==> src/rtl/icache_dm_pkg.sv <==
// Shared cache types: word, FSM state, address view and frame layout for the default geometry.
package icache_dm_pkg;

   typedef logic [31:0] word_t;

   typedef enum logic {
      IDLE = 1'b0,
      FILL = 1'b1
   } icache_state_t;

   localparam int unsigned ICACHE_IDXW = 4;

   typedef struct packed {
      logic [31-ICACHE_IDXW-2:0] tag;
      logic [ICACHE_IDXW-1:0]    idx;
      logic [1:0]                bytoff;
   } icachef_t;

   typedef struct packed {
      logic                      valid;
      logic [31-ICACHE_IDXW-2:0] tag;
      word_t                     data;
   } icache_frame_t;

   function automatic word_t word_align(word_t a);
      return {a[31:2], 2'b00};
   endfunction

endpackage

==> src/rtl/icache_dm_if.sv <==
// Datapath imem port plus memory-controller read port seen by the instruction cache.
interface icache_dm_if;
   import icache_dm_pkg::*;

   logic  imemREN;
   word_t imemaddr;
   logic  ihit;
   word_t imemload;
   logic  iREN;
   word_t iaddr;
   logic  iwait;
   word_t iload;

   modport slave (
      input  imemREN, imemaddr, iwait, iload,
      output ihit, imemload, iREN, iaddr
   );

   modport master (
      output imemREN, imemaddr, iwait, iload,
      input  ihit, imemload, iREN, iaddr
   );

endinterface

==> src/rtl/icache_dm.sv <==
// Direct-mapped, one-word-per-frame instruction cache with zero-cycle hits and blocking fills.
// Optional hit/miss counters are enabled by defining ICACHE_STATS_EN.
module icache_dm
   import icache_dm_pkg::*;
#(
   parameter int unsigned NSETS = 16
) (
   input  logic       CLK,
   input  logic       nRST,
   icache_dm_if.slave bus
`ifdef ICACHE_STATS_EN
   ,
   output word_t      hit_count,
   output word_t      miss_count
`endif
);

   localparam int unsigned IDXW = $clog2(NSETS);
   localparam int unsigned TAGW = 30 - IDXW;

   logic [NSETS-1:0] valid_q;
   logic [TAGW-1:0]  tag_q  [NSETS];
   word_t            data_q [NSETS];

   icache_state_t    state_q;
   word_t            miss_addr_q;

   logic [IDXW-1:0]  req_idx;
   logic [IDXW-1:0]  miss_idx;
   logic [TAGW-1:0]  req_tag;
   logic [TAGW-1:0]  miss_tag;
   logic             hit;
   logic             miss;
   logic             unused_bytoff;

   assign req_idx       = bus.imemaddr[IDXW+1:2];
   assign req_tag       = bus.imemaddr[31:IDXW+2];
   assign miss_idx      = miss_addr_q[IDXW+1:2];
   assign miss_tag      = miss_addr_q[31:IDXW+2];
   assign unused_bytoff = ^{bus.imemaddr[1:0], miss_addr_q[1:0]};

   always_comb begin
      hit  = 1'b0;
      miss = 1'b0;
      if (state_q == IDLE && bus.imemREN) begin
         hit  = valid_q[req_idx] && (tag_q[req_idx] == req_tag);
         miss = !hit;
      end
   end

   assign bus.ihit     = hit;
   assign bus.imemload = data_q[req_idx];
   assign bus.iREN     = (state_q == FILL);
   assign bus.iaddr    = miss_addr_q;

   // A fill always completes for the latched miss address, even if the datapath redirects.
   always_ff @(posedge CLK) begin
      if (!nRST) begin
         state_q     <= IDLE;
         miss_addr_q <= '0;
         valid_q     <= '0;
      end else begin
         case (state_q)
            IDLE: begin
               if (miss) begin
                  miss_addr_q <= word_align(bus.imemaddr);
                  state_q     <= FILL;
               end
            end
            FILL: begin
               if (!bus.iwait) begin
                  valid_q[miss_idx] <= 1'b1;
                  tag_q[miss_idx]   <= miss_tag;
                  data_q[miss_idx]  <= bus.iload;
                  state_q           <= IDLE;
               end
            end
            default: state_q <= IDLE;
         endcase
      end
   end

`ifdef ICACHE_STATS_EN
   word_t hit_cnt_q;
   word_t miss_cnt_q;

   always_ff @(posedge CLK) begin
      if (!nRST) begin
         hit_cnt_q  <= '0;
         miss_cnt_q <= '0;
      end else begin
         if (hit)  hit_cnt_q  <= hit_cnt_q + 32'd1;
         if (miss) miss_cnt_q <= miss_cnt_q + 32'd1;
      end
   end

   assign hit_count  = hit_cnt_q;
   assign miss_count = miss_cnt_q;
`endif

endmodule

==> src/flat_wrapper.sv <==
// flat-port wrapper written by rule: the top's interface ports become plain ports
module icache_dm_flat import icache_dm_pkg::*;
#(
   parameter int unsigned NSETS = 16
)
  (CLK, nRST, bus_imemREN, bus_imemaddr, bus_iwait, bus_iload, bus_ihit, bus_imemload, bus_iREN, bus_iaddr);
  icache_dm_if bus_i ();
  input  logic CLK;
  input  logic nRST;
  input wire logic [$bits(bus_i.imemREN)-1:0] bus_imemREN;
  input wire logic [$bits(bus_i.imemaddr)-1:0] bus_imemaddr;
  input wire logic [$bits(bus_i.iwait)-1:0] bus_iwait;
  input wire logic [$bits(bus_i.iload)-1:0] bus_iload;
  output wire logic [$bits(bus_i.ihit)-1:0] bus_ihit;
  output wire logic [$bits(bus_i.imemload)-1:0] bus_imemload;
  output wire logic [$bits(bus_i.iREN)-1:0] bus_iREN;
  output wire logic [$bits(bus_i.iaddr)-1:0] bus_iaddr;
  assign bus_i.imemREN = bus_imemREN;
  assign bus_i.imemaddr = bus_imemaddr;
  assign bus_i.iwait = bus_iwait;
  assign bus_i.iload = bus_iload;
  assign bus_ihit = bus_i.ihit;
  assign bus_imemload = bus_i.imemload;
  assign bus_iREN = bus_i.iREN;
  assign bus_iaddr = bus_i.iaddr;
  icache_dm #(.NSETS(NSETS)) u_core (.CLK(CLK), .nRST(nRST), .bus(bus_i));
endmodule
==> config.mk <==
export PLATFORM = sky130hd
export DESIGN_NAME = icache_dm_flat
export DESIGN_NICKNAME = d
export VERILOG_FILES = /design/src/rtl/icache_dm_pkg.sv /design/src/rtl/icache_dm_if.sv /design/src/rtl/icache_dm.sv /design/src/flat_wrapper.sv
export SDC_FILE = /design/constraint.sdc
export NUM_CORES = 1
export LEC_CHECK = 0
export CORE_MARGIN = 3
export CORE_UTILIZATION = 60
export CTS_BUF_LIST = sky130_fd_sc_hd__clkbuf_4 sky130_fd_sc_hd__clkbuf_8 sky130_fd_sc_hd__clkbuf_16
export CTS_CLUSTER_DIAMETER = 120
export CTS_CLUSTER_SIZE = 10
export DETAILED_ROUTE_END_ITERATION = 16
export DONT_BUFFER_PORTS = 1
export GPL_TIMING_DRIVEN = 0
export HOLD_SLACK_MARGIN = 0.05
export PLACE_DENSITY = 0.86
export SLEW_MARGIN = 0
export SYNTH_ARGS = -nofsm -noshare
export SYNTH_HDL_FRONTEND = slang
export SYNTH_SLANG_ARGS = --single-unit
export TNS_END_PERCENT = 30
==> constraint.sdc <==
create_clock -name CLK -period 13.5 [get_ports CLK]
set_input_delay 0.675 -clock CLK [delete_from_list [all_inputs] [get_ports CLK]]
set_output_delay 0.675 -clock CLK [all_outputs]
set_load 0.03 [all_outputs]
* Word level (Yosys, flattened, before mapping)
Memory sizes are Yosys's and may differ from the RTL's. Cells that the tools add are included.
Storage, ports and cells: bits in registers 47, RAM bits 928, input port bits 68, output and inout bits 66, memories 2
Cells by class: $lt $le $gt $ge 3, equal/unequal tests 1, mux-type cells 13, bitwise operators 3, reduce and logical (&&, ||, !) cells 6
Memories:
- u_core.data_q | depth 16, bits a word 32, rd ports 1, clocked after memory_dff 0, write ports 1, RTL line icache_dm.sv:23 | word_t data_q [NSETS];
- u_core.tag_q | depth 16, bits a word 26, rd ports 1, clocked after memory_dff 0, write ports 1, RTL line icache_dm.sv:22 | logic [TAGW-1:0] tag_q [NSETS];
Operator list (number):
- 26-bit equality test | 1
- 16-bit bitwise OR | 1
- 4-bit by 5-bit less-than comparator with 1-bit output, second input constant | 2
- 1-bit two-way mux | 10
- 1-bit binary-select mux with 4-bit select | 1
- 1-bit demux with 4-bit select | 1
- 4-bit by 1-bit >= comparator with 1-bit output, second input constant | 1
- 2-bit AND reduction | 2
- 1-bit logical AND | 3
- 1-bit inverter | 2
- 1-bit case mux with 2 select lines | 1
- 1-bit logical NOT | 1

* Longest topological paths before layout
depth in word-level cells 7, gate-level depth with buffers 14, gate-level depth less buffers 8

* Worst setup path after synthesis
OpenSTA, ideal clock, no wires.
kind input to register, from in nRST, to mem u_core.data_q[0][0] in the netlist's numbering (enable), arrival 5409 ps, slack 7543 ps, cell stages on the path 4, cell sequence clkbuf_1 > nand3b_1 > or3_1 > nor3_1
Between the ends: word-level cells in the longest chain between the ends 2
RTL lines:
- start, declared | RTL line flat_wrapper.sv:9 | input logic nRST;
- 1-bit two-way mux | RTL line icache_dm.sv:58 | if (!nRST) begin
- 1-bit two-way mux (implied by the code) | RTL line icache_dm.sv:74 | data_q[miss_idx] <= bus.iload;
- end, declared | RTL line icache_dm.sv:23
Every way passes these cells.

* Worst setup path after layout
from in bus_imemaddr[4], to out bus_ihit
Between the ends: word-level cells in the longest chain between the ends 4, elaborated cells on any way between the ends 6, those cells by class eq/ne: 1; mux: 3; reduce/logical: 1; memory: 1
RTL lines:
- start, declared | RTL line flat_wrapper.sv:11 | input wire logic [$bits(bus_i.imemaddr)-1:0] bus_imemaddr;
- memory read 16 x 26 bit / 1-bit binary-select mux with 4-bit select (equally long branches)
- 26-bit equality test / 1-bit two-way mux (equally long branches) | RTL line icache_dm.sv:46 | hit = valid_q[req_idx] && (tag_q[req_idx] == req_tag);
- 1-bit logical AND * | RTL line icache_dm.sv:46
- 1-bit two-way mux * | RTL line icache_dm.sv:45 | if (state_q == IDLE && bus.imemREN) begin
- end, declared | RTL line flat_wrapper.sv:14 | output wire logic [$bits(bus_i.ihit)-1:0] bus_ihit;
Every way passes the cells marked *; elsewhere a longest branch is shown, timed or not. The select of a mux whose other input is x is not followed.

==> impl_metrics.yaml <==
run_status:
  outcome: "finished, final reports clean"
power:
  p_leak_nw: 13.81
  peakVddDrop_v: 0.0001390
  power_density_mw_per_mm2: 147.4
grt:
  grt_pass1_wl_um: 151800
  antenna_found_initial: 2
  track_usage: 0.3235
  grt_overflow: 0
  grt_pass1_vias: 21360
  grt_max_degree: 24
worst_setup_path:
  startpoint_type: "primary input"
  crit_arrival_ps: 5480
  crit_fanout: 10
  path_class: "in -> out"
  endpoint_kind: "output port"
  crit_required_ps: 12820
clocking:
  h-tree-depth: 3
  cts_buffers: 107
  ctsLongestPathBuffers: 3
  clk_latency_ps: 680
  cts_root_buf: "clkbuf_16"
  post_cts_buffers: 0
  cts_tree: "built"
  post_cts_resized: 0
  clkSlewWorstSetupHoldPaths_ps: 60
  ctsHoldBuffers: 0
  numClockSinks: 975
timing:
  finalSetupTns_ps: 0
  tightest_slew_ps: 1290
  fin_worst_skew_ps: 23.65
  setup_viol: 0
  relSlewSlack: 0.1401
  hold_viol: 0
  timing.fmax_mhz: 162.6
  period_minus_slack_ps: 6152
  fin_crit_sh: 0.4557
  slew_viol_final: 0
  rsz0062_at_grt: "false"
yosys:
  synthesis.area_mm2: 0.03797
  synth-edff-count: 928
  avgSynthCellArea_um2: 21.67
  async_flop_share: 0
  synth-main-ff-cell: "edfxtp_1"
  synth_seq_area_share: 0.7587
  ys.warnings.count: 0
  netlist.top_cell.by_area: "edfxtp_1"
  synth_top_cell_area_share: 0.7339
  synth_area_leaders: "edfxtp_1, mux4_2, dfxtp_1, mux2i_1, nand3_1"
  synth_cell_type_count: 62
  syn_inst: 1752
  synth-seq-cells: 975
cells_and_area:
  seq_area_mm2: 0.02881
  syn_to_final_growth_pct: 13.67
  fill_cells: 3515
  layout-drive-gt1-share: 0.2763
  layout.nets: 1992
  multiInputGateArea_mm2: 0.008753
  postLayoutCellArea_mm2: 0.04316
job:
  maxCapViolCount: 0
floorplan:
  die_h_um: 257.6
  core_area_mm2: 0.06217
  io_pins: 134
  dieArea_mm2: 0.06634
  die_w_um: 257.6
  core.rowCount: 91
  start_util: 0.6108
drt:
  firstDrtPassIters: 6
  via_per_inst: 7.370
  remaining_drc_errors: 0
  vias: 20610
  drt_iter0_drc: 3118
  totalWireLength_um: 105500
  wl_per_cell_um: 37.73
  drtAntennaViolNets: 0
min_path:
  hp-class: "in -> reg"
placement:
  port_buffers: 0
  placed_cell_area_mm2: 0.04014
  place_congestion: 0.9041
  hpwlAfterDp_um: 62940
-- cells in the final DEF (no fill, tap or decap), types with 17 or more instances in the layout --
cell type and count:
edfxtp_1 928, mux4_2 255, clkbuf_16 109, nand3_1 62
mux2i_1 51, clkbuf_1 49, dfxtp_1 47, buf_2 44
nand4_1 35, o21a_1 30, o211ai_1 30, buf_6 29
clkbuf_4 29, buf_12 27, xnor2_1 20, nor2_1 17
-- kinds of logic (layout without fill, tap and decap cells) --
group	after synthesis	in the layout	share of synthesized area
DFF	975	975	0.7587
other	1	3	0.00009876
xor gates and xnor gates	29	29	0.006689
and+or+nand+nor	189	189	0.02778
AOI/OAI and AO/OA	138	138	0.02798
buffers and inverters	113	318	0.01381
muxes	307	307	0.1650
-- worst max-delay path: stages --
cell and delay, ps:
buf_2 270, buf_2 340, buf_2 360, buf_2 400, clkbuf_1 860, o21ai_0 450, xor2_1 280, nor4_1 940
nand4_1 280, nor2_1 600
-- metal layers --
metal  track usage  wire, um  vias to the layer above
met5             0         0                        -
met4        0.1344      5067                        0
met3       0.09581     13780                      424
met2        0.5328     52700                     1872
met1        0.4076     33930                    10590
li1              -         -                     7723
-- synth_stat cells (all sizes together), types with 4 or more instances --
master and number:
edfxtp 928, mux4 255, nand3 62, buf 59, mux2i 51, clkbuf 49, dfxtp 47, nand4 35
nor2 30, o211ai 30, o21a 30, xnor2 20, a21o 16, a22oi 16, nand2 10, nand2b 10
nor2b 9, xor2 9, o22a 8, o21ai 7, nor3 6, o221ai 6, inv 5, a221oi 4
nand3b 4, nor4b 4
-- stage by stage --
stage / util / hold slack [ps] / worst slack [ps] / std cells / total power, mW
after floorplan: - / 421.0 / 7543 / 1753 / 3.676
after global placement: 0.6277 / 427.2 / 2366 / 2590 / 3.764
after detailed placement: 0.6457 / 441.3 / 7548 / 2652 / 3.785
after CTS: 0.6943 / 55.08 / 7582 / 2795 / 6.357
after global routing: 0.6943 / 56.74 / 7331 / 2795 / 6.480
final: 0.6943 / 86.33 / 7348 / 2796 / 6.362
-- state kept, by name, indices dropped and copies added, names as in the netlist --
register / flops
u_core.bus.iaddr: 30
u_core.tag_q: 416
u_core.data_q: 512
u_core.bus.iREN: 1
u_core.valid_q: 16
-- path summary, 6_finish.rpt --
| path | to | cells after the start | start | slack [ps] |
|---|---|---|---|---|
| worst max-delay path | bus_ihit | 10 | bus_imemaddr[4] | 7350 |
| worst min-delay path | u_core.data_q[0][19]$_DFFE_PP_ | 0 | bus_iload[19] | 90 |
| worst max register to register | u_core.bus.iaddr[7]$_SDFFE_PN0P_ | 9 | u_core.tag_q[11][13]$_DFFE_PP_ | 9250 |
| worst min register to register | u_core.valid_q[6]$_SDFFE_PN0P_ | 1 | u_core.valid_q[6]$_SDFFE_PN0P_ | 460 |
-- cell type report --
type                            count  area share
Multi-Input combinational cell    665      0.2028
Timing Repair Buffer               62     0.02342
Sequential cell                   975      0.6674
Buffer                            108     0.01171
Clock inverter                      5    0.001652
Inverter                            5   0.0004348
Antenna cell                        1  0.00005798
Tap cell                          837     0.02426
Clock buffer                      138     0.06824
-- report_power, final --
part	total (mW)	internal [mW]	switching, mW
registers	3.43	3.35	0.0754
logic	0.308	0.123	0.185
clock network	2.62	1.50	1.12
total	6.36	4.98	1.38
(Power assumes the default switching activity.)
